`config.mk`:
```
export PLATFORM = sky130hd
export DESIGN_NAME = max_product_state_sweep
export DESIGN_NICKNAME = d
export VERILOG_FILES = /design/src/rtl/max_product_state_sweep_pkg.sv /design/src/rtl/max_product_state_sweep_masked_max.sv /design/src/rtl/max_product_state_sweep.sv
export SDC_FILE = /design/constraint.sdc
export NUM_CORES = 1
export LEC_CHECK = 0
export ABC_AREA = 1
export CAP_MARGIN = 0
export CORE_UTILIZATION = 58
export DETAILED_ROUTE_END_ITERATION = 6
export GPL_TIMING_DRIVEN = 1
export PLACE_DENSITY_LB_ADDON = 0.3
export RECOVER_POWER = 25
export SYNTH_ARGS = -nofsm -noshare
export SYNTH_HDL_FRONTEND = slang
export SYNTH_SLANG_ARGS = --single-unit
```
`constraint.sdc`:
```
create_clock -name clk -period 5.5 [get_ports clk]
set_input_delay 1.375 -clock clk [delete_from_list [all_inputs] [get_ports clk]]
set_output_delay 1.375 -clock clk [all_outputs]
set_load 0.05 [all_outputs]
```
`src/rtl/max_product_state_sweep_pkg.sv`:
```
// Shared metric type, saturation constants and saturating helpers for the max-product sweep.
// Latency: n/a (combinational functions only).
// Backpressure: n/a.
// Functions work on a wide signed carrier so callers of any BITS (<= 31) share them;
// the caller passes its metric width and narrows the result back.
package max_product_state_sweep_pkg;

  localparam int METRIC_BITS = 16;
  typedef logic signed [METRIC_BITS-1:0] metric_t;

  // NEG_INF is reserved as "impossible path"; the saturating range excludes it.
  localparam metric_t NEG_INF = {1'b1, {(METRIC_BITS-1){1'b0}}};
  localparam metric_t MAX_POS = {1'b0, {(METRIC_BITS-1){1'b1}}};

  localparam int WIDE_BITS = 32;
  typedef logic signed [WIDE_BITS-1:0] wide_t;

  function automatic wide_t neg_inf_w(input int bits);
    return -(wide_t'(1) <<< (bits - 1));
  endfunction

  function automatic wide_t max_pos_w(input int bits);
    return (wide_t'(1) <<< (bits - 1)) - wide_t'(1);
  endfunction

  // NEG_INF is absorbing; everything else clamps symmetrically.
  function automatic wide_t sat_add(input wide_t a, input wide_t b, input int bits);
    wide_t ni;
    wide_t mp;
    wide_t s;
    ni = neg_inf_w(bits);
    mp = max_pos_w(bits);
    if (a == ni || b == ni) return ni;
    s = a + b;
    if (s > mp) s = mp;
    else if (s < -mp) s = -mp;
    return s;
  endfunction

  function automatic wide_t sat_sub(input wide_t a, input wide_t b, input int bits);
    wide_t ni;
    wide_t mp;
    wide_t s;
    ni = neg_inf_w(bits);
    mp = max_pos_w(bits);
    if (a == ni || b == ni) return ni;
    s = a - b;
    if (s > mp) s = mp;
    else if (s < -mp) s = -mp;
    return s;
  endfunction

  function automatic wide_t max2(input wide_t a, input wide_t b);
    return (a > b) ? a : b;
  endfunction

endpackage

```
`src/rtl/max_product_state_sweep_masked_max.sv`:
```
// Masked maximum over WIDTH signed metrics; an empty mask yields NEG_INF.
// Latency: combinational.
// Backpressure: none (pure function of inputs).
// Ports: vals (WIDTH x BITS metrics), mask (1 = candidate), max_val (BITS result).
module max_product_masked_max
  import max_product_state_sweep_pkg::*;
#(
  parameter int WIDTH = 2,
  parameter int BITS  = 16
) (
  input  logic [WIDTH-1:0][BITS-1:0] vals,
  input  logic [WIDTH-1:0]           mask,
  output logic [BITS-1:0]            max_val
);

  function automatic logic [BITS-1:0] nar(input wide_t x);
    return x[BITS-1:0];
  endfunction

  always_comb begin : p_max
    wide_t acc;
    acc = neg_inf_w(BITS);
    for (int i = 0; i < WIDTH; i++) begin
      if (mask[i]) acc = max2(acc, wide_t'($signed(vals[i])));
    end
    max_val = nar(acc);
  end

endmodule

```
`src/rtl/max_product_state_sweep.sv`:
```
// Max-product backward (beta) sweep for one trellis state per transfer, with per-bit LLR maxima.
// Latency: 3 register stages from input transfer to out_valid; one state per cycle.
// Backpressure: single global enable (en = !out_valid || out_ready); all stages stall together.
// Ports: clk/rst; in_valid/in_ready with branch_metric, old_beta, alpha, branch_bits;
//        out_valid/out_ready with beta, llr_0, llr_1, out_state, out_step_last.
module max_product_state_sweep
  import max_product_state_sweep_pkg::*;
#(
  parameter int BITS          = 16,
  parameter int INPUT_SYMBOLS = 2,
  parameter int OUTPUT_BITS   = 2,
  parameter int NUM_STATES    = 4,
  parameter int NORMALIZE     = 1
) (
  input  logic                                       clk,
  input  logic                                       rst,
  input  logic                                       in_valid,
  output logic                                       in_ready,
  input  logic [INPUT_SYMBOLS-1:0][BITS-1:0]         branch_metric,
  input  logic [INPUT_SYMBOLS-1:0][BITS-1:0]         old_beta,
  input  logic [BITS-1:0]                            alpha,
  input  logic [INPUT_SYMBOLS-1:0][OUTPUT_BITS-1:0]  branch_bits,
  output logic                                       out_valid,
  input  logic                                       out_ready,
  output logic [BITS-1:0]                            beta,
  output logic [OUTPUT_BITS-1:0][BITS-1:0]           llr_0,
  output logic [OUTPUT_BITS-1:0][BITS-1:0]           llr_1,
  output logic [$clog2(NUM_STATES)-1:0]              out_state,
  output logic                                       out_step_last
);

  localparam int SW = $clog2(NUM_STATES);
  localparam logic [SW-1:0]   LAST_STATE = SW'(NUM_STATES - 1);
  localparam logic [BITS-1:0] NEG_INF_B  = {1'b1, {(BITS-1){1'b0}}};

  function automatic wide_t wid(input logic [BITS-1:0] x);
    return wide_t'($signed(x));
  endfunction

  function automatic logic [BITS-1:0] nar(input wide_t x);
    return x[BITS-1:0];
  endfunction

  logic en;
  logic in_xfer;
  logic out_xfer;

  assign en       = !out_valid || out_ready;
  assign in_ready = en;
  assign in_xfer  = in_valid && en;
  assign out_xfer = out_valid && out_ready;

  // State index assigned at input time so it travels down the pipe with the data.
  logic [SW-1:0] state_cnt;

  // Stage 1 registers
  logic                                      v1;
  logic [INPUT_SYMBOLS-1:0][BITS-1:0]        s1_sum;
  logic [BITS-1:0]                           s1_alpha;
  logic [INPUT_SYMBOLS-1:0][OUTPUT_BITS-1:0] s1_bits;
  logic [SW-1:0]                             s1_state;
  logic                                      s1_last;

  // Stage 2 registers
  logic                                      v2;
  logic [BITS-1:0]                           s2_b;
  logic [INPUT_SYMBOLS-1:0][BITS-1:0]        s2_om;
  logic [INPUT_SYMBOLS-1:0][OUTPUT_BITS-1:0] s2_bits;
  logic [SW-1:0]                             s2_state;
  logic                                      s2_last;

  // Stage 3 keeps the raw b next to the visible beta for step_max tracking.
  logic [BITS-1:0] s3_b;
  logic [BITS-1:0] step_max;
  logic [BITS-1:0] norm_offset;

  logic [INPUT_SYMBOLS-1:0][BITS-1:0] sum_d;
  logic [INPUT_SYMBOLS-1:0][BITS-1:0] om_d;
  logic [BITS-1:0]                    b_d;
  logic [OUTPUT_BITS-1:0][BITS-1:0]   llr0_d;
  logic [OUTPUT_BITS-1:0][BITS-1:0]   llr1_d;
  logic [BITS-1:0]                    step_max_fold;
  logic [BITS-1:0]                    offset_eff;
  logic [BITS-1:0]                    beta_d;

  always_comb begin
    sum_d = '0;
    for (int i = 0; i < INPUT_SYMBOLS; i++) begin
      sum_d[i] = nar(sat_add(wid(branch_metric[i]), wid(old_beta[i]), BITS));
    end
  end

  always_comb begin : p_stage2
    wide_t acc;
    acc  = neg_inf_w(BITS);
    om_d = '0;
    for (int i = 0; i < INPUT_SYMBOLS; i++) begin
      acc     = max2(acc, wid(s1_sum[i]));
      om_d[i] = nar(sat_add(wid(s1_sum[i]), wid(s1_alpha), BITS));
    end
    b_d = nar(acc);
  end

  for (genvar g = 0; g < OUTPUT_BITS; g++) begin : g_llr
    logic [INPUT_SYMBOLS-1:0] bit_one;

    always_comb begin
      bit_one = '0;
      for (int i = 0; i < INPUT_SYMBOLS; i++) bit_one[i] = s2_bits[i][g];
    end

    max_product_masked_max #(.WIDTH(INPUT_SYMBOLS), .BITS(BITS)) u_max_0 (
      .vals    (s2_om),
      .mask    (~bit_one),
      .max_val (llr0_d[g])
    );

    max_product_masked_max #(.WIDTH(INPUT_SYMBOLS), .BITS(BITS)) u_max_1 (
      .vals    (s2_om),
      .mask    (bit_one),
      .max_val (llr1_d[g])
    );
  end

  // The first state of a new step can enter stage 3 on the same edge the last state
  // of the previous step leaves, so the freshly folded offset is forwarded here.
  always_comb begin
    step_max_fold = nar(max2(wid(step_max), wid(s3_b)));
    offset_eff    = norm_offset;
    if (NORMALIZE == 0) offset_eff = '0;
    else if (out_xfer && out_step_last) offset_eff = step_max_fold;
    beta_d = s2_b;
    if (NORMALIZE != 0) beta_d = nar(sat_sub(wid(s2_b), wid(offset_eff), BITS));
  end

  always_ff @(posedge clk) begin
    if (rst) begin
      state_cnt <= '0;
    end else if (in_xfer) begin
      state_cnt <= (state_cnt == LAST_STATE) ? '0 : state_cnt + SW'(1);
    end
  end

  always_ff @(posedge clk) begin
    if (rst) begin
      v1            <= 1'b0;
      s1_sum        <= '0;
      s1_alpha      <= '0;
      s1_bits       <= '0;
      s1_state      <= '0;
      s1_last       <= 1'b0;
      v2            <= 1'b0;
      s2_b          <= '0;
      s2_om         <= '0;
      s2_bits       <= '0;
      s2_state      <= '0;
      s2_last       <= 1'b0;
      out_valid     <= 1'b0;
      beta          <= '0;
      s3_b          <= '0;
      llr_0         <= '0;
      llr_1         <= '0;
      out_state     <= '0;
      out_step_last <= 1'b0;
    end else if (en) begin
      v1            <= in_valid;
      s1_sum        <= sum_d;
      s1_alpha      <= alpha;
      s1_bits       <= branch_bits;
      s1_state      <= state_cnt;
      s1_last       <= (state_cnt == LAST_STATE);
      v2            <= v1;
      s2_b          <= b_d;
      s2_om         <= om_d;
      s2_bits       <= s1_bits;
      s2_state      <= s1_state;
      s2_last       <= s1_last;
      out_valid     <= v2;
      beta          <= beta_d;
      s3_b          <= s2_b;
      llr_0         <= llr0_d;
      llr_1         <= llr1_d;
      out_state     <= s2_state;
      out_step_last <= s2_last;
    end
  end

  always_ff @(posedge clk) begin
    if (rst) begin
      step_max    <= NEG_INF_B;
      norm_offset <= '0;
    end else if (out_xfer) begin
      if (out_step_last) begin
        norm_offset <= (NORMALIZE != 0) ? step_max_fold : '0;
        step_max    <= NEG_INF_B;
      end else begin
        step_max    <= step_max_fold;
      end
    end
  end

endmodule

```
==> out/results.tsv <==
metric	value	unit
Fill cells	2467	
mux cell area share after synthesis	0.118	%
design internal power	4500	uW
post-route minimum period	4.80	ns
Compound-Gate Fraction of Synth Area	22.1	%
Hold Buf Count CTS	0	
CTS Buf Count	27	
crit start category	flop	
crit-path cells	inv_1, ha_1, nand2_1, nor3_2, nand2_1, nand3_1, nand3_4, o21ai_0, nand2_1, nand2_1, ha_1, inv_1, fa_1, nand3_1, nand2_1, nand3_2, nand2_2, nand3_2, nand2_2, xor2_2, nand2_2, nor2_4, a21oi_2, a21oi_2	
First-pass DRT Iterations	6	
PortBufs	172	
Post-Synth Adder-Cell Area	13.2	%
Syn-to-layout area delta	16.1	%
Pwr Total	8150	uW
core area	0.0288	mm^2
number of synthesized flops with an enable pin	0	
Vias per Instance	5.80	
Worst path max stage delay	0.44	ns
commonest non-fill, non-tap cell in the layout	nand2_1	
total wire length	49600	um
max cap viols	2	
worst-path fanout max	30	
worst hold path class	flop to flop	
Reg clk slew, reported paths	0.06	ns
Async S/R FF share, synth	0	%
clock network power share	22.6	%
share of post-route cells with drive strength above 1	4.96	%
CTS tree	done	
Setup crit end kind	flop	
die area	0.0300	mm^2
Hold Violations, Final	0	
setup slack after layout	0.703	ns
status	complete, but fails checks	
main combinational cell family by area after synthesis	simple AND/OR/NAND/NOR gates	
die height	173	um
cell area after synthesis	0.0170	mm^2
Max Root-Sink Buffers	3	
Final Slew Violations	279	
CP most frequent cell	nand2_1	
Resized cells post-CTS	0	
dpl hpwl	37700	um
unrepaired setup endpoints after global routing	false	
critical path class	flop to flop	
# DRC	0	
most frequent cells in the layout	479 x nand2_1, 298 x inv_1, 252 x a21oi_1	
Mapped Cells	2467	
First DRT Iteration DRCs	1399	
Post-CTS Setup Inserts	0	
worst path bufs/invs	2	
sequential share of power	29.9	%
initial antenna violation count	0	
combinational share of power	47.5	%
switching portion of total power	44.8	%
CP required	5.98	ns
Synth Register Bits	246	
Max H-tree Level	1	
simple-gate share of the synthesized area	23.0	%
XOR/XNOR Fraction of Synth Area	2.93	%
Achievable Freq	0.208	GHz
Yosys Warn Count	0	
antenna diode count	0	
initial core utilization	59.1	%
pwr/cell area	413	mW/mm^2
placed standard-cell area	0.0189	mm^2
Via Count	17200	
Seq/Total Area, Yosys	29.0	%
post-route ant nets	0	
DP Worst Slack	0.335	ns
Primary FF master, synth	dfxtp_1	
post-route clock period utilization	87.2	%
GRT overflow	0	
P_leak	0.00958	uW
Wirelength per Cell	16.8	um
Final setup violation count	0	
net count reported at finish	2825	
first-pass GRT wire length	80600	um
gpl congestion	0.998	
die width	173	um
Final TNS setup	0	ns
CP arrival	5.28	ns
CTS Sinks	246	
count of cell types in the netlist	56	
# rows	62	
worst slew pin tran	2.49	ns
Avg Inst Size Synth	6.89	um^2
syn nets	2732	
Final Cell Area	0.0197	mm^2
Sw Pwr	3650	uW
CP top delay family	simple AND/OR/NAND/NOR gates	
clk_lat worst skew	0.56	ns
vias in the first global route	16000	
VDD IR-drop max	0.312	mV
failing checks	capacitance limit, slew limit	
largest net degree at the start of global routing	202	
GRT Total Usage	32.6	%
I/O pin cnt	173	
slew margin rel.	-66.7	%
CTS root buffer	clkbuf_16	
post-layout util	68.6	%
Slowest cell on crit path	o21ai_0	
clk_skew	0.0125	ns
state kept, by name (all words and copies together) (netlist names), 2 cells and up:
signal,cells
s2_state,2
step_max,16
s1_sum,32
s1_alpha,16
s2_b,16
s1_state,2
s3_b,16
out_state,2
s1_bits,4
s2_om,32
norm_offset,16
llr_0,32
g_llr.bit_one,4
llr_1,32
state_cnt,2
beta,16
layer usage:
metal | vias to the layer above | GRT usage [%] | wire [um]
met4 | 0 | 10.7 | 1630
met1 | 7932 | 44.5 | 22200
li1 | 8491 | - | -
met2 | 663 | 53.6 | 22400
met5 | - | 0 | 0
met3 | 100 | 3.55 | 3450
cells by family (layout without fill, tap and decap cells):
logic type / Yosys count / in the layout
and+or+nand+nor: 903 / 903
AOI/OAI and AO/OA: 655 / 655
buffers and inverters: 428 / 541
DFF: 246 / 246
adders and majority gates: 177 / 177
xor gates and xnor gates: 56 / 56
muxes: 2 / 2
layout make-up:
| cell class | count | area [um^2] | share of cell area [%] |
|---|---|---|---|
| multi-input cells | 1793 | 10400 | 52.9 |
| inverters | 303 | 1140 | 5.78 |
| repair buffers | 189 | 1840 | 9.32 |
| clock buffers | 39 | 791 | 4.01 |
| flip-flops and latches | 246 | 4920 | 24.9 |
| clock inverters | 10 | 124 | 0.627 |
| well taps | 384 | 480 | 2.43 |
stage by stage:
| stage | hold WS, ns | cells |
|---|---|---|
| after floorplan | 0.441 | 2467 |
| after global placement | 0.454 | 2915 |
| after detailed placement | 0.458 | 2915 |
| after CTS | 0.467 | 2964 |
| after global routing | 0.497 | 2964 |
| final | 0.466 | 2964 |
cell usage after synthesis, types with 3 or more instances:
master,number,share of area [%]
fa_1,5,0.59
buf_1,11,0.24
xor2_1,50,2.6
a22oi_1,3,0.13
nand3_1,82,2.4
inv_1,300,6.6
nand3_2,10,0.59
a211oi_1,6,0.26
o2111ai_1,4,0.21
or2_2,8,0.29
nand2_2,10,0.37
nand2_1,479,11
o211ai_1,45,2.0
o221ai_1,17,0.88
buf_2,5,0.15
o21bai_1,19,0.84
ha_1,172,13
nor4_1,29,1.1
nand4_1,39,1.4
a221oi_1,7,0.36
a21oi_2,20,1.0
xnor2_1,5,0.26
o31ai_1,5,0.22
nor2_1,209,4.6
a21oi_1,252,7.4
buf_4,4,0.18
a31oi_1,28,1.0
nand3b_1,7,0.31
nand2_4,4,0.26
o21ai_1,10,0.29
nor3_1,16,0.47
dfxtp_1,246,29
a21o_1,11,0.49
inv_2,3,0.066
clkbuf_1,103,2.3
o21ai_0,218,6.4
worst reg2reg max path, stage by stage (launching register included):
cell	delay (ns)
dfxtp_1	0.31
inv_1	0.07
ha_1	0.35
nand2_1	0.13
nor3_2	0.27
nand2_1	0.11
nand3_1	0.32
nand3_4	0.36
o21ai_0	0.44
nand2_1	0.10
nand2_1	0.10
ha_1	0.15
inv_1	0.06
fa_1	0.37
nand3_1	0.11
nand2_1	0.14
nand3_2	0.13
nand2_2	0.07
nand3_2	0.06
nand2_2	0.06
xor2_2	0.25
nand2_2	0.12
nor2_4	0.36
a21oi_2	0.07
a21oi_2	0.21
power groups by stage:
stage          Combinational [uW]  Sequential, uW  Clock [uW]
6_report                     3870            2440        1840
5_1_grt                      4280            2460        1940
4_1_cts                      3830            2430        1860
3_5_place_dp                 3800            2460           0
3_3_place_gp                 3720            2460           0
2_1_floorplan                2350            2780           0
path summary, 6_finish.rpt:
path,start,endpoint,slack (ns),cells past startpoint
worst max register to register,s3_b[15],beta[4],0.70,24
worst min-delay path,beta[12],beta[12],0.47,2
worst min register to register,beta[12],beta[12],0.47,2
worst max-delay path,s3_b[15],beta[4],0.70,24
Power figures use the tool's default switching activity.
